## src/rtl/note_sequencer_if.sv

```systemverilog
// Host control and synth voice signals of the note sequencer (master = host, slave = sequencer).
// Defining SEQ_OCTAVE_EN adds the octave shift input.
interface note_sequencer_if #(
    parameter int STEPS = 16,
    parameter int IDX_W = $clog2(STEPS)
);
    logic             run;
    logic [IDX_W-1:0] last_step;
    logic             wr_en;
    logic [IDX_W-1:0] wr_addr;
    logic [19:0]      wr_data;
`ifdef SEQ_OCTAVE_EN
    logic [1:0]       octave;
`endif
    logic             trig;
    logic [11:0]      osc_count;
    logic             latch_cfg;
    logic [IDX_W-1:0] step_idx;
    logic             busy;

`ifdef SEQ_OCTAVE_EN
    modport master (output run, last_step, wr_en, wr_addr, wr_data, octave,
                    input  trig, osc_count, latch_cfg, step_idx, busy);
    modport slave  (input  run, last_step, wr_en, wr_addr, wr_data, octave,
                    output trig, osc_count, latch_cfg, step_idx, busy);
`else
    modport master (output run, last_step, wr_en, wr_addr, wr_data,
                    input  trig, osc_count, latch_cfg, step_idx, busy);
    modport slave  (input  run, last_step, wr_en, wr_addr, wr_data,
                    output trig, osc_count, latch_cfg, step_idx, busy);
`endif
endinterface

```

## src/rtl/note_sequencer.sv

```systemverilog
// Step sequencer playing a STEPS-entry pattern into the synth (osc_count, latch_cfg, trig); SEQ_OCTAVE_EN adds octave shift.
// Latency: LOAD entered on the edge after run=1; every step/stop decision is taken on a prescaler tick.
// Backpressure: none; pattern writes are accepted every cycle, including while playing.
module note_sequencer #(
    parameter int TICK_DIV = 262144,
    parameter int STEPS    = 16
) (
    input logic             clk,
    input logic             rstn,
    note_sequencer_if.slave bus
);
    localparam int IDX_W = $clog2(STEPS);
    localparam int PW    = (TICK_DIV > 1) ? $clog2(TICK_DIV) : 1;

    typedef struct packed {
        logic [3:0]  gate_len;
        logic [3:0]  step_len;
        logic [11:0] osc_count;
    } entry_t;

    typedef enum logic [1:0] {IDLE, LOAD, GATE, REL} state_t;

    state_t           state_q, state_d;
    logic [PW-1:0]    presc_q, presc_d;
    logic [IDX_W-1:0] idx_q, idx_d;
    entry_t           cur_q, cur_d;
    logic [3:0]       cnt_q, cnt_d;
    logic [11:0]      osc_q, osc_d;
    entry_t           mem_q [STEPS];
    entry_t           mem_d [STEPS];
    logic             tick;

    assign tick = (state_q != IDLE) && (presc_q == PW'(TICK_DIV - 1));

    always_comb begin
        for (int i = 0; i < STEPS; i++) begin
            mem_d[i] = mem_q[i];
        end
        if (bus.wr_en) begin
            mem_d[bus.wr_addr] = entry_t'(bus.wr_data);
        end
    end

    always_comb begin
        logic        adv;
        logic        load_en;
        entry_t      load_ent;
        logic [11:0] load_osc;

        state_d  = state_q;
        idx_d    = idx_q;
        cnt_d    = cnt_q;
        cur_d    = cur_q;
        osc_d    = osc_q;
        adv      = 1'b0;
        load_en  = 1'b0;
        load_ent = '0;
        load_osc = '0;

        if (state_q == IDLE)
            presc_d = '0;
        else
            presc_d = tick ? '0 : presc_q + 1'b1;

        // cnt_q holds the ticks still to run in GATE/REL after the current one
        case (state_q)
            IDLE: begin
                if (bus.run) begin
                    state_d = LOAD;
                    idx_d   = '0;
                    load_en = 1'b1;
                end
            end
            default: begin
                if (tick) begin
                    if (!bus.run) begin
                        state_d = IDLE;
                        idx_d   = '0;
                    end else if (state_q == LOAD) begin
                        if (cur_q.gate_len != 4'd0) begin
                            state_d = GATE;
                            cnt_d   = cur_q.gate_len - 4'd1;
                        end else if (cur_q.step_len != 4'd0) begin
                            state_d = REL;
                            cnt_d   = cur_q.step_len - 4'd1;
                        end else begin
                            adv = 1'b1;
                        end
                    end else if (cnt_q != 4'd0) begin
                        cnt_d = cnt_q - 4'd1;
                    end else if (state_q == GATE && cur_q.step_len > cur_q.gate_len) begin
                        state_d = REL;
                        cnt_d   = cur_q.step_len - cur_q.gate_len - 4'd1;
                    end else begin
                        adv = 1'b1;
                    end
                end
            end
        endcase

        // last_step only matters here, so a mid-step change applies at the step end
        if (adv) begin
            state_d = LOAD;
            idx_d   = (idx_q >= bus.last_step) ? '0 : idx_q + 1'b1;
            load_en = 1'b1;
        end

        load_ent = mem_q[idx_d];
`ifdef SEQ_OCTAVE_EN
        load_osc = load_ent.osc_count >> bus.octave;
        if (load_osc == 12'd0)
            load_osc = 12'd1;
`else
        load_osc = load_ent.osc_count;
`endif
        if (load_en) begin
            cur_d = load_ent;
            osc_d = load_osc;
        end
    end

    always_ff @(posedge clk or negedge rstn) begin
        if (!rstn) begin
            state_q <= IDLE;
            presc_q <= '0;
            idx_q   <= '0;
            cur_q   <= '0;
            cnt_q   <= '0;
            osc_q   <= '0;
            for (int i = 0; i < STEPS; i++) begin
                mem_q[i] <= '0;
            end
        end else begin
            state_q <= state_d;
            presc_q <= presc_d;
            idx_q   <= idx_d;
            cur_q   <= cur_d;
            cnt_q   <= cnt_d;
            osc_q   <= osc_d;
            for (int i = 0; i < STEPS; i++) begin
                mem_q[i] <= mem_d[i];
            end
        end
    end

    assign bus.trig      = (state_q == GATE);
    assign bus.latch_cfg = (state_q == LOAD);
    assign bus.busy      = (state_q != IDLE);
    assign bus.osc_count = osc_q;
    assign bus.step_idx  = idx_q;
endmodule

```

## src/flat_wrapper.sv

```systemverilog
// flat-port wrapper written by rule: the top's interface ports become plain ports
module note_sequencer_flat 
#(
    parameter int TICK_DIV = 262144,
    parameter int STEPS    = 16
)
  (clk, rstn, bus_run, bus_last_step, bus_wr_en, bus_wr_addr, bus_wr_data, bus_trig, bus_osc_count, bus_latch_cfg, bus_step_idx, bus_busy);
  note_sequencer_if #(.STEPS(STEPS)) bus_i ();
  input logic clk;
  input logic rstn;
  input wire logic [$bits(bus_i.run)-1:0] bus_run;
  input wire logic [$bits(bus_i.last_step)-1:0] bus_last_step;
  input wire logic [$bits(bus_i.wr_en)-1:0] bus_wr_en;
  input wire logic [$bits(bus_i.wr_addr)-1:0] bus_wr_addr;
  input wire logic [$bits(bus_i.wr_data)-1:0] bus_wr_data;
  output wire logic [$bits(bus_i.trig)-1:0] bus_trig;
  output wire logic [$bits(bus_i.osc_count)-1:0] bus_osc_count;
  output wire logic [$bits(bus_i.latch_cfg)-1:0] bus_latch_cfg;
  output wire logic [$bits(bus_i.step_idx)-1:0] bus_step_idx;
  output wire logic [$bits(bus_i.busy)-1:0] bus_busy;
  assign bus_i.run = bus_run;
  assign bus_i.last_step = bus_last_step;
  assign bus_i.wr_en = bus_wr_en;
  assign bus_i.wr_addr = bus_wr_addr;
  assign bus_i.wr_data = bus_wr_data;
  assign bus_trig = bus_i.trig;
  assign bus_osc_count = bus_i.osc_count;
  assign bus_latch_cfg = bus_i.latch_cfg;
  assign bus_step_idx = bus_i.step_idx;
  assign bus_busy = bus_i.busy;
  note_sequencer #(.TICK_DIV(TICK_DIV), .STEPS(STEPS)) u_core (.clk(clk), .rstn(rstn), .bus(bus_i));
endmodule
```

## config.mk

```make
export PLATFORM = sky130hd
export DESIGN_NAME = note_sequencer_flat
export DESIGN_NICKNAME = d
export VERILOG_FILES = /design/src/rtl/note_sequencer_if.sv /design/src/rtl/note_sequencer.sv /design/src/flat_wrapper.sv
export SDC_FILE = /design/constraint.sdc
export NUM_CORES = 1
export LEC_CHECK = 0
export ABC_CLOCK_PERIOD_IN_PS = 9050
export CORE_MARGIN = 5
export CORE_UTILIZATION = 60
export DETAILED_ROUTE_END_ITERATION = 7
export PLACE_DENSITY = 0.81
export SLEW_MARGIN = 20
export SYNTH_ARGS = -nofsm -noshare
export SYNTH_HDL_FRONTEND = slang
export SYNTH_SLANG_ARGS = --single-unit
```

## constraint.sdc

```tcl
create_clock -name clk -period 9.05 [get_ports clk]
set_input_delay 0.905 -clock clk [delete_from_list [all_inputs] [get_ports clk]]
set_output_delay 0.905 -clock clk [all_outputs]
set_load 0.005 [all_outputs]
```

Word-level counts from Yosys, hierarchy flattened --
Index checks and enable logic that the tools add are counted.
Word-level totals: register bits 368, output and inout port bits 19, logic and storage cells 130
Operators by class: add/sub/neg operators 7, $lt $le $gt $ge 5, equal/unequal tests 8, muxes and demuxes 40, bitwise gates (word level) 3, reductions and logical operators 12
Operator list (count):
- $bwmux W320 | 1
- $bmux W20 S4 | 1
- $demux W20 S4 | 1
- $mux W20 | 3
- $mux W4 | 11
- $mux W18 | 2
- $mux W2 | 10
- $add A18 B1 Y18 const B | 1
- $eq A18 B18 Y1 const B | 1
- $sub A4 B1 Y4 const B | 4
- $reduce_bool A4 Y1 | 3
- $mux W1 | 11
- $ge A5 B5 Y1 const B | 2
- $not A4 Y5 | 2
- $reduce_and A5 Y1 | 2
- $ne A6 B2 Y1 const B | 1
- $reduce_bool A3 Y1 | 2
- $lt A5 B1 Y1 const B | 1
- $ne A5 B1 Y1 const B | 1
- $ne A5 B4 Y1 const B | 1
- $add A4 B1 Y4 const B | 1
- $ge A4 B4 Y1 | 1
- $gt A4 B4 Y1 | 1
- $sub A4 B4 Y4 | 1
- other kinds (8) | 10

Longest topological paths before layout --
Gate-level depths: netlist of run 1.
depth in word-level cells 13, mapped depth 16

Worst setup path before layout of run 1 --
OpenSTA, ideal clock, no wires.
path type register to register, start reg u_core.cnt_q[0], end reg u_core.osc_q[0] (netlist: u_core.bus.osc_count[0]), library setup time 132 ps, data arrival time 3199 ps, path slack 5719 ps, cell stages (with the launch flop) 16, path buffers 4, period minus slack after synthesis 3331 ps, cell sequence dfrtp_1 > inv_1 > ha_1 > or3b_1 > clkbuf_1 > o31ai_1 > nor2_1 > a31o_1 > buf_6 > a32o_1 > buf_6 > buf_6 > a22oi_2 > a21oi_1 > nor4_1 > o21ai_1
On the way: word-level cells in the longest chain between the ends 11
RTL lines:
- start, declared | RTL line note_sequencer.sv:27 | logic [3:0] cnt_q, cnt_d;
- start signal, assigned | RTL line note_sequencer.sv:138 | cnt_q <= cnt_d;
- $reduce_bool A4 Y1 (*) | RTL line note_sequencer.sv:89 | end else if (cnt_q != 4'd0) begin
- $mux W1 (*) | RTL line note_sequencer.sv:89
- $mux W1 (*) | RTL line note_sequencer.sv:79 | end else if (state_q == LOAD) begin
- $mux W1 (*) | RTL line note_sequencer.sv:76 | if (!bus.run) begin
- $mux W1 (*) | RTL line note_sequencer.sv:75 | if (tick) begin
- $mux W1 (*) | RTL line note_sequencer.sv:66 | case (state_q)
- $mux W4 | RTL line note_sequencer.sv:102 | if (adv) begin
- $not A4 Y5 (implied by the code) | RTL line note_sequencer.sv:108 | load_ent = mem_q[idx_d];
- $bmux W20 S4 | RTL line note_sequencer.sv:108
- $mux W20 (implied by the code) (2 in a row) | RTL line note_sequencer.sv:108
- end signal, assigned | RTL line note_sequencer.sv:139 | osc_q <= osc_d;
- end, declared | RTL line note_sequencer.sv:28 | logic [11:0] osc_q, osc_d;
Mark *: on every way between the ends. The rest lies on a longest branch, timed or not. The select of a mux whose other input is x is not followed. A chain may end at the register's enable or synchronous reset.

Worst setup path after layout of run 1 --
start reg u_core.presc_q[0], end reg u_core.cur_q[14] in the netlist's numbering
On the way: word-level cells in the longest chain between the ends 9
RTL lines:
- start, declared | RTL line note_sequencer.sv:24 | logic [PW-1:0] presc_q, presc_d;
- start signal, assigned | RTL line note_sequencer.sv:135 | presc_q <= presc_d;
- $eq A18 B18 Y1 (*) | RTL line note_sequencer.sv:33 | assign tick = (state_q != IDLE) && (presc_q == PW'(TICK_DIV - 1));
- $logic_and A1 B1 Y1 (*) | RTL line note_sequencer.sv:33
- $mux W4 / $mux W1 (equally long branches) | RTL line note_sequencer.sv:75
- $mux W4 / $mux W1 (equally long branches) | RTL line note_sequencer.sv:66
- $mux W4 | RTL line note_sequencer.sv:102
- $not A4 Y5 (implied by the code) | RTL line note_sequencer.sv:108
- $bmux W20 S4 | RTL line note_sequencer.sv:108
- $mux W20 (implied by the code) (2 in a row) | RTL line note_sequencer.sv:108
- end signal, assigned | RTL line note_sequencer.sv:137 | cur_q <= cur_d;
- end, declared | RTL line note_sequencer.sv:26 | entry_t cur_q, cur_d;
Marked as above.

==> reports/metrics.cfg, run 1 <==
[critical_path]
cp_max_fo=66
worst_setup_path_start_kind=flop
r2r_cells=12
r2r-start=u_core.presc_q[0]$_DFF_PN0_
cp.arrival_ns=5.20
endpoint_kind=flop
worstReg2RegEnd=u_core.cur_q[14]$_DFFE_PN0P_
rrSetupSlack_ns=4.29
worstSetupPathType=flop to flop
crit_required_ns=9.49

[synthesis]
yosys.cell_types.count=57
synth_edf_count=0
synth_fp_nets=1384
ys_ff_latch=368
async_flop_share_pct=100
yosysMostFrequentCell=dfrtp_1
synth_warnings=0
yosys.area.top_type=dfrtp_1
synth_top_cell_area_share_pct=54.4
synthCells=1338
yosys-top-cells-count=dfrtp_1, mux2_2, a21oi_1
netlist_area_um2=16900
ys_seq_area_share_pct=54.4
synth_area_leaders=dfrtp_1, mux2_2, a32oi_1
ys.flop_type=dfrtp_1
synth.avg_cell_area_um2=12.6

[global_routing]
grt_antenna_before_repair=2
grt_first_pass_wirelength_um=68600
grt_max_degree=177
grt_pass1_vias=12200
grt_util_all_layers_pct=27.6
grt_overflow=0

[finish]
nets=1390
syn2layout_area_growth_pct=11.9
drive_gt1_share_pct=32.7
final.fill_count=1920

[sta]
slew_violations=0
final-setup-viol-count=0
setup-tns-final_ns=0
min_period_over_period_pct=52.6
rsz0062_at_grt=false
slew_headroom_pct=22.0
fmax_ghz=0.210
timing.final.hold_violations=0
worst_slew_pin_slew_ns=1.17
finClkSkew_ns=0.0186
min_period_ns=4.76

[die]
rows=61
die_h_um=178
start_util_pct=60.9
ios=51
die_area_um2=31700
die_x_um=178
core_area_um2=27800

[cts]
post_cts_buffers=0
clk_latency_ns=0.53
ctsResizeCount=0
cts.path.max_buffers=3
cts_buffers=38
ctsHtreeMaxLevel=2
tritoncts=built
cts_num_sinks=368
hold_buffers=0
cts-root-buf=clkbuf_16
clk_pin_slew_ns=0.06

[detailed_routing]
routedWlPerCell_um=24.6
viasPerCell=6.74
drc=0
dr.pass1.iters=5
ant_nets=0
wirelength_um=43100
via_count=11800
drt_iter0_drc=1215

[flow_run]
maxCapViolations=0

[pwr]
p_total_mw=4.24
irDropWorstVdd_uv=138
power_density_nw_per_um2=224
leakagePower_nw=7.78

[run_status]
status=complete, no violations

[placement]
globalplace.congestion=0.798
dp_hpwl_um=23200
io_buffers=50

[min_path]
hp-class=input port to asynchronous set/reset pin

sequential cells by signal (all words and copies together) (netlist names):
name and cells:
u_core.mem_q 320, u_core.presc_q 18, u_core.bus.osc_count 12, u_core.cur_q 8
u_core.bus.step_idx 4, u_core.cnt_q 4, u_core.state_q 2
cell usage in the layout, fill, tap and decap left out, types with 21 or more instances in the layout:
cell type,n
buf_4,27
nor2_1,35
dfrtp_1,368
clkbuf_16,39
mux2_2,320
nand2_1,40
a22oi_1,60
a32oi_1,80
a22oi_2,21
a21oi_1,99
clkdlybuf4s50_1,49
nor4_1,23
worst max-delay path by stage:
stage	startpoint	endpoint	slack, ns	depth (start not counted)
CTS	u_core.presc_q[0]$_DFF_PN0_	u_core.cur_q[14]$_DFFE_PN0P_	4.42	12
finish	u_core.presc_q[0]$_DFF_PN0_	u_core.cur_q[14]$_DFFE_PN0P_	4.29	12
global placement	bus_last_step[0]	u_core.bus.osc_count[9]$_DFFE_PN0P_	4.52	12
global route	u_core.cnt_q[0]$_DFFE_PN0P_	u_core.cur_q[14]$_DFFE_PN0P_	4.08	12
floorplan	u_core.cnt_q[0]$_DFFE_PN0P_	u_core.bus.osc_count[0]$_DFFE_PN0P_	5.72	15
detailed placement	bus_last_step[0]	u_core.bus.osc_count[8]$_DFFE_PN0P_	4.47	13
metrics by stage:
| step | cell area (um^2) | utilization [%] | hold WS [ns] | cells | setup WS [ns] |
|---|---|---|---|---|---|
| after global routing | 18900 | 68.2 | 0.435 | 1749 | 4.08 |
| after floorplan | 16900 | - | 0.455 | 1338 | 5.72 |
| final | 18900 | 68.2 | 0.380 | 1749 | 4.29 |
| after detailed placement | 17700 | 63.7 | 0.479 | 1681 | 4.47 |
| after CTS | 18900 | 68.1 | 0.401 | 1746 | 4.42 |
| after global placement | 17700 | 63.7 | 0.465 | 1681 | 4.52 |
cells by family after synthesis:
kind of cell,Yosys count,synth area share [%]
DFF,368,54.4
muxes,321,21.4
AOI/OAI and AO/OA,320,13.8
and+or+nand+nor,161,4.86
buffers and inverters,134,3.45
xor gates and xnor gates,20,1.04
adders and majority gates,14,1.08
final cells by class:
type | count | area (um^2) | share of cell area, %
Clock buffer | 59 | 1130 | 5.97
Multi-Input combinational cell | 836 | 7190 | 38.0
Inverter | 21 | 78.8 | 0.416
Tap cell | 378 | 473 | 2.50
Clock inverter | 6 | 98.8 | 0.522
Antenna cell | 2 | 5.00 | 0.0264
Timing Repair Buffer | 79 | 748 | 3.95
Sequential cell | 368 | 9210 | 48.6
critical path: stages (launching register included):
cell and delay, ns:
dfrtp_1 0.39, ha_1 0.23, nand2_1 0.08, or4_1 0.67
nor4_4 0.55, a21oi_2 0.10, a31o_1 0.34, a22oi_2 0.72
buf_4 0.84, a32oi_1 0.22, a21oi_1 0.27, nor4_1 0.10
o21ai_1 0.14
per-layer routing:
layer	GRT usage (%)	vias up	share of wire, %
li1	-	4990	-
met4	8.80	0	2.9
met3	5.20	102	7.7
met2	42.7	532	47
met5	0	-	0
met1	39.9	6172	43
power breakdown:
part | leakage [nW] | internal, mW | switching (mW) | total [mW]
clock | 0.603 | 0.918 | 0.635 | 1.55
combinational | 2.62 | 0.312 | 0.199 | 0.511
sequential | 4.56 | 1.98 | 0.192 | 2.17
Note: power is estimated with default switching activity, not from simulation.
==> run 2: changes to the inputs <==
--- a/config.mk
+++ b/config.mk
@@ -5,7 +5,7 @@
 export SDC_FILE = /design/constraint.sdc
 export NUM_CORES = 1
 export LEC_CHECK = 0
-export ABC_CLOCK_PERIOD_IN_PS = 9050
+export ABC_CLOCK_PERIOD_IN_PS = 5000
 export CORE_MARGIN = 5
 export CORE_UTILIZATION = 60
 export DETAILED_ROUTE_END_ITERATION = 7
==> constraint.sdc (replaced) <==
create_clock -name clk -period 5 [get_ports clk]
set_input_delay 0.5 -clock clk [delete_from_list [all_inputs] [get_ports clk]]
set_output_delay 0.5 -clock clk [all_outputs]
set_load 0.005 [all_outputs]
==> reports/metrics.cfg, run 2 (synthesis gave the netlist of run 1 again) <==
[sta]
worst_slew_pin_slew_ns=1.10  ; -0.0682 ns
finClkSkew_ns=0.00894  ; -0.00967 ns
min_period_over_period_pct=92.9  ; +40 points
final-setup-viol-count=0  ; unchanged
setup-tns-final_ns=0  ; unchanged
min_period_ns=4.64  ; -0.115 ns
slew_violations=0  ; unchanged
rsz0062_at_grt=false
hold-worst-slack_ns=0.0671  ; -0.313 ns
timing.final.hold_violations=0  ; unchanged
fmax_ghz=0.215  ; +2.5%
slew_headroom_pct=26.5  ; +4.5 points

[pwr]
p_sw_share_pct=24.1  ; -0.12 points
comb_power_share_pct=12.3  ; +0.2 points
irDropWorstVdd_uv=259  ; +87%
leakagePower_nw=7.80  ; +0.20%
p_clk_share_pct=35.7  ; -1.0 points
power_density_nw_per_um2=398  ; +78%
power_switching_mw=1.82  ; +77%
p_total_mw=7.53  ; +78%
p_seq_share_pct=52.0  ; +0.7 points
internal-power_mw=5.72  ; +78%

[critical_path]
worst_setup_path_start_kind=flop
crit_required_ns=5.37  ; -4.12 ns
worstSetupPathType=flop to flop
rrSetupSlack_ns=0.36  ; -3.94 ns
cp.arrival_ns=5.01  ; -0.19 ns
endpoint_kind=flop
cp_max_fo=45  ; -32%

[cts]
cts_num_sinks=368  ; unchanged
clk_latency_ns=0.52  ; about the same
hold_buffers=0  ; unchanged
cts-root-buf=clkbuf_16
ctsResizeCount=0  ; unchanged
cts.path.max_buffers=3  ; unchanged
cts_buffers=38  ; unchanged
post_cts_buffers=0  ; unchanged
ctsHtreeMaxLevel=2  ; unchanged
tritoncts=built
clk_pin_slew_ns=0.06  ; about the same

[die]
ios=51  ; unchanged
rows=61  ; unchanged
die_area_um2=31700  ; unchanged
start_util_pct=60.9  ; unchanged
die_h_um=178  ; unchanged
core_area_um2=27800  ; unchanged
die_x_um=178  ; unchanged

[detailed_routing]
drt_iter0_drc=1236  ; +1.7%
dr.pass1.iters=5  ; unchanged
highest_layer=met4
routedWlPerCell_um=24.5  ; -0.69%
met1_length_um=18200  ; -1.4%
dr_wl_met2_um=20600  ; +2.6%
viasPerCell=6.62  ; -1.9%
wirelength_um=42900  ; -0.52%
ant_nets=0  ; unchanged
drc=0  ; unchanged
via_count=11600  ; -1.7%
wl_met3_um=2990  ; -9.8%

[min_path]
hp-class=input port to asynchronous set/reset pin

[finish]
syn2layout_area_growth_pct=11.9  ; about the same
nets=1398  ; +0.58%
final_common_cell=dfrtp_1
largest_register_ffs=320  ; unchanged
final_core_util_pct=68.1  ; about the same
layout_common_cells=dfrtp_1, mux2_2, a21oi_1, a32oi_1, a22oi_1
drive_gt1_share_pct=33.2  ; +0.49 points
top_register=u_core.mem_q

[global_routing]
grt_util_all_layers_pct=27.6  ; about the same
grt_pass1_vias=12100  ; -0.49%
grt_overflow=0  ; unchanged
grt_first_pass_wirelength_um=68100  ; -0.81%
grt_max_degree=125  ; -29%
grt_antenna_before_repair=0  ; -2

[flow_run]
maxCapViolations=0  ; unchanged

[placement]
globalplace.congestion=0.822  ; +3.0%
io_buffers=50  ; unchanged
dp_hpwl_um=23800  ; +2.6%

[run_status]
status=complete, no violations

==> run 2: through the flow <==
step | cells | cell area, um^2 | setup slack [ns]
after floorplan | 1338 | 16900 | 1.67
after global placement | 1690 | 17800 | 0.499
after detailed placement | 1690 | 17800 | 0.439
after CTS | 1751 | 18900 | 0.420
after global routing | 1751 | 18900 | 0.0138
final | 1752 | 18900 | 0.357
==> run 2: cell type report <==
class	instances	area [um^2]
diodes	1	2.50
clock buffers	49	1040
clock inverters	12	118
fillers	2027	8860
inverters	21	78.8
multi-input cells	836	7190
flip-flops and latches	368	9210
well taps	378	473
repair buffers	87	808
==> run 2: layer usage <==
| metal | GRT usage (%) | vias up |
|---|---|---|
| li1 | - | 5019 |
| met1 | 38.5 | 6021 |
| met2 | 44.1 | 459 |
| met3 | 5.79 | 91 |
| met4 | 8.22 | 0 |
| met5 | 0 | - |
==> run 2: power groups by stage <==
stage / Clock [mW] / Combinational, mW / Sequential [mW]
after floorplan: 0 / 0.706 / 3.85
after detailed placement: 0 / 0.926 / 3.95
after global placement: 0 / 0.875 / 3.90
after CTS: 2.72 / 0.934 / 3.90
after global routing: 2.84 / 1.02 / 3.98
final: 2.69 / 0.926 / 3.92
==> run 2: worst max-delay path, stage by stage (launching register included) <==
cell,delay (ns)
dfrtp_1,0.40
ha_1,0.23
nand2_1,0.08
or4_1,0.65
or4_4,0.63
nor4b_1,0.54
o2bb2ai_4,0.32
buf_4,0.40
a32oi_1,0.22
a21oi_1,0.10
nor4_1,0.80
o21ai_1,0.11
==> run 2: worst paths after layout <==
check	start	end	depth (start not counted)
min reg2reg	u_core.bus.osc_count[3]$_DFFE_PN0P_	u_core.bus.osc_count[3]$_DFFE_PN0P_	2
max	u_core.presc_q[0]$_DFF_PN0_	u_core.cur_q[17]$_DFFE_PN0P_	11
min	rstn	u_core.presc_q[11]$_DFF_PN0_	1
max reg2reg	u_core.presc_q[0]$_DFF_PN0_	u_core.cur_q[17]$_DFFE_PN0P_	11
max in group asynchronous	rstn	u_core.mem_q[120]$_DFFE_PN0P_	2
min in group clk	u_core.bus.osc_count[3]$_DFFE_PN0P_	u_core.bus.osc_count[3]$_DFFE_PN0P_	2
==> run 3: changes to the inputs <==
--- a/config.mk
+++ b/config.mk
@@ -9,6 +9,7 @@
 export CORE_MARGIN = 5
 export CORE_UTILIZATION = 60
 export DETAILED_ROUTE_END_ITERATION = 7
+export HOLD_SLACK_MARGIN = 0.08
 export PLACE_DENSITY = 0.81
 export SLEW_MARGIN = 20
 export SYNTH_ARGS = -nofsm -noshare
==> results of run 3 <==
No change in the layout: final DEF, timing and power equal those of run 2.
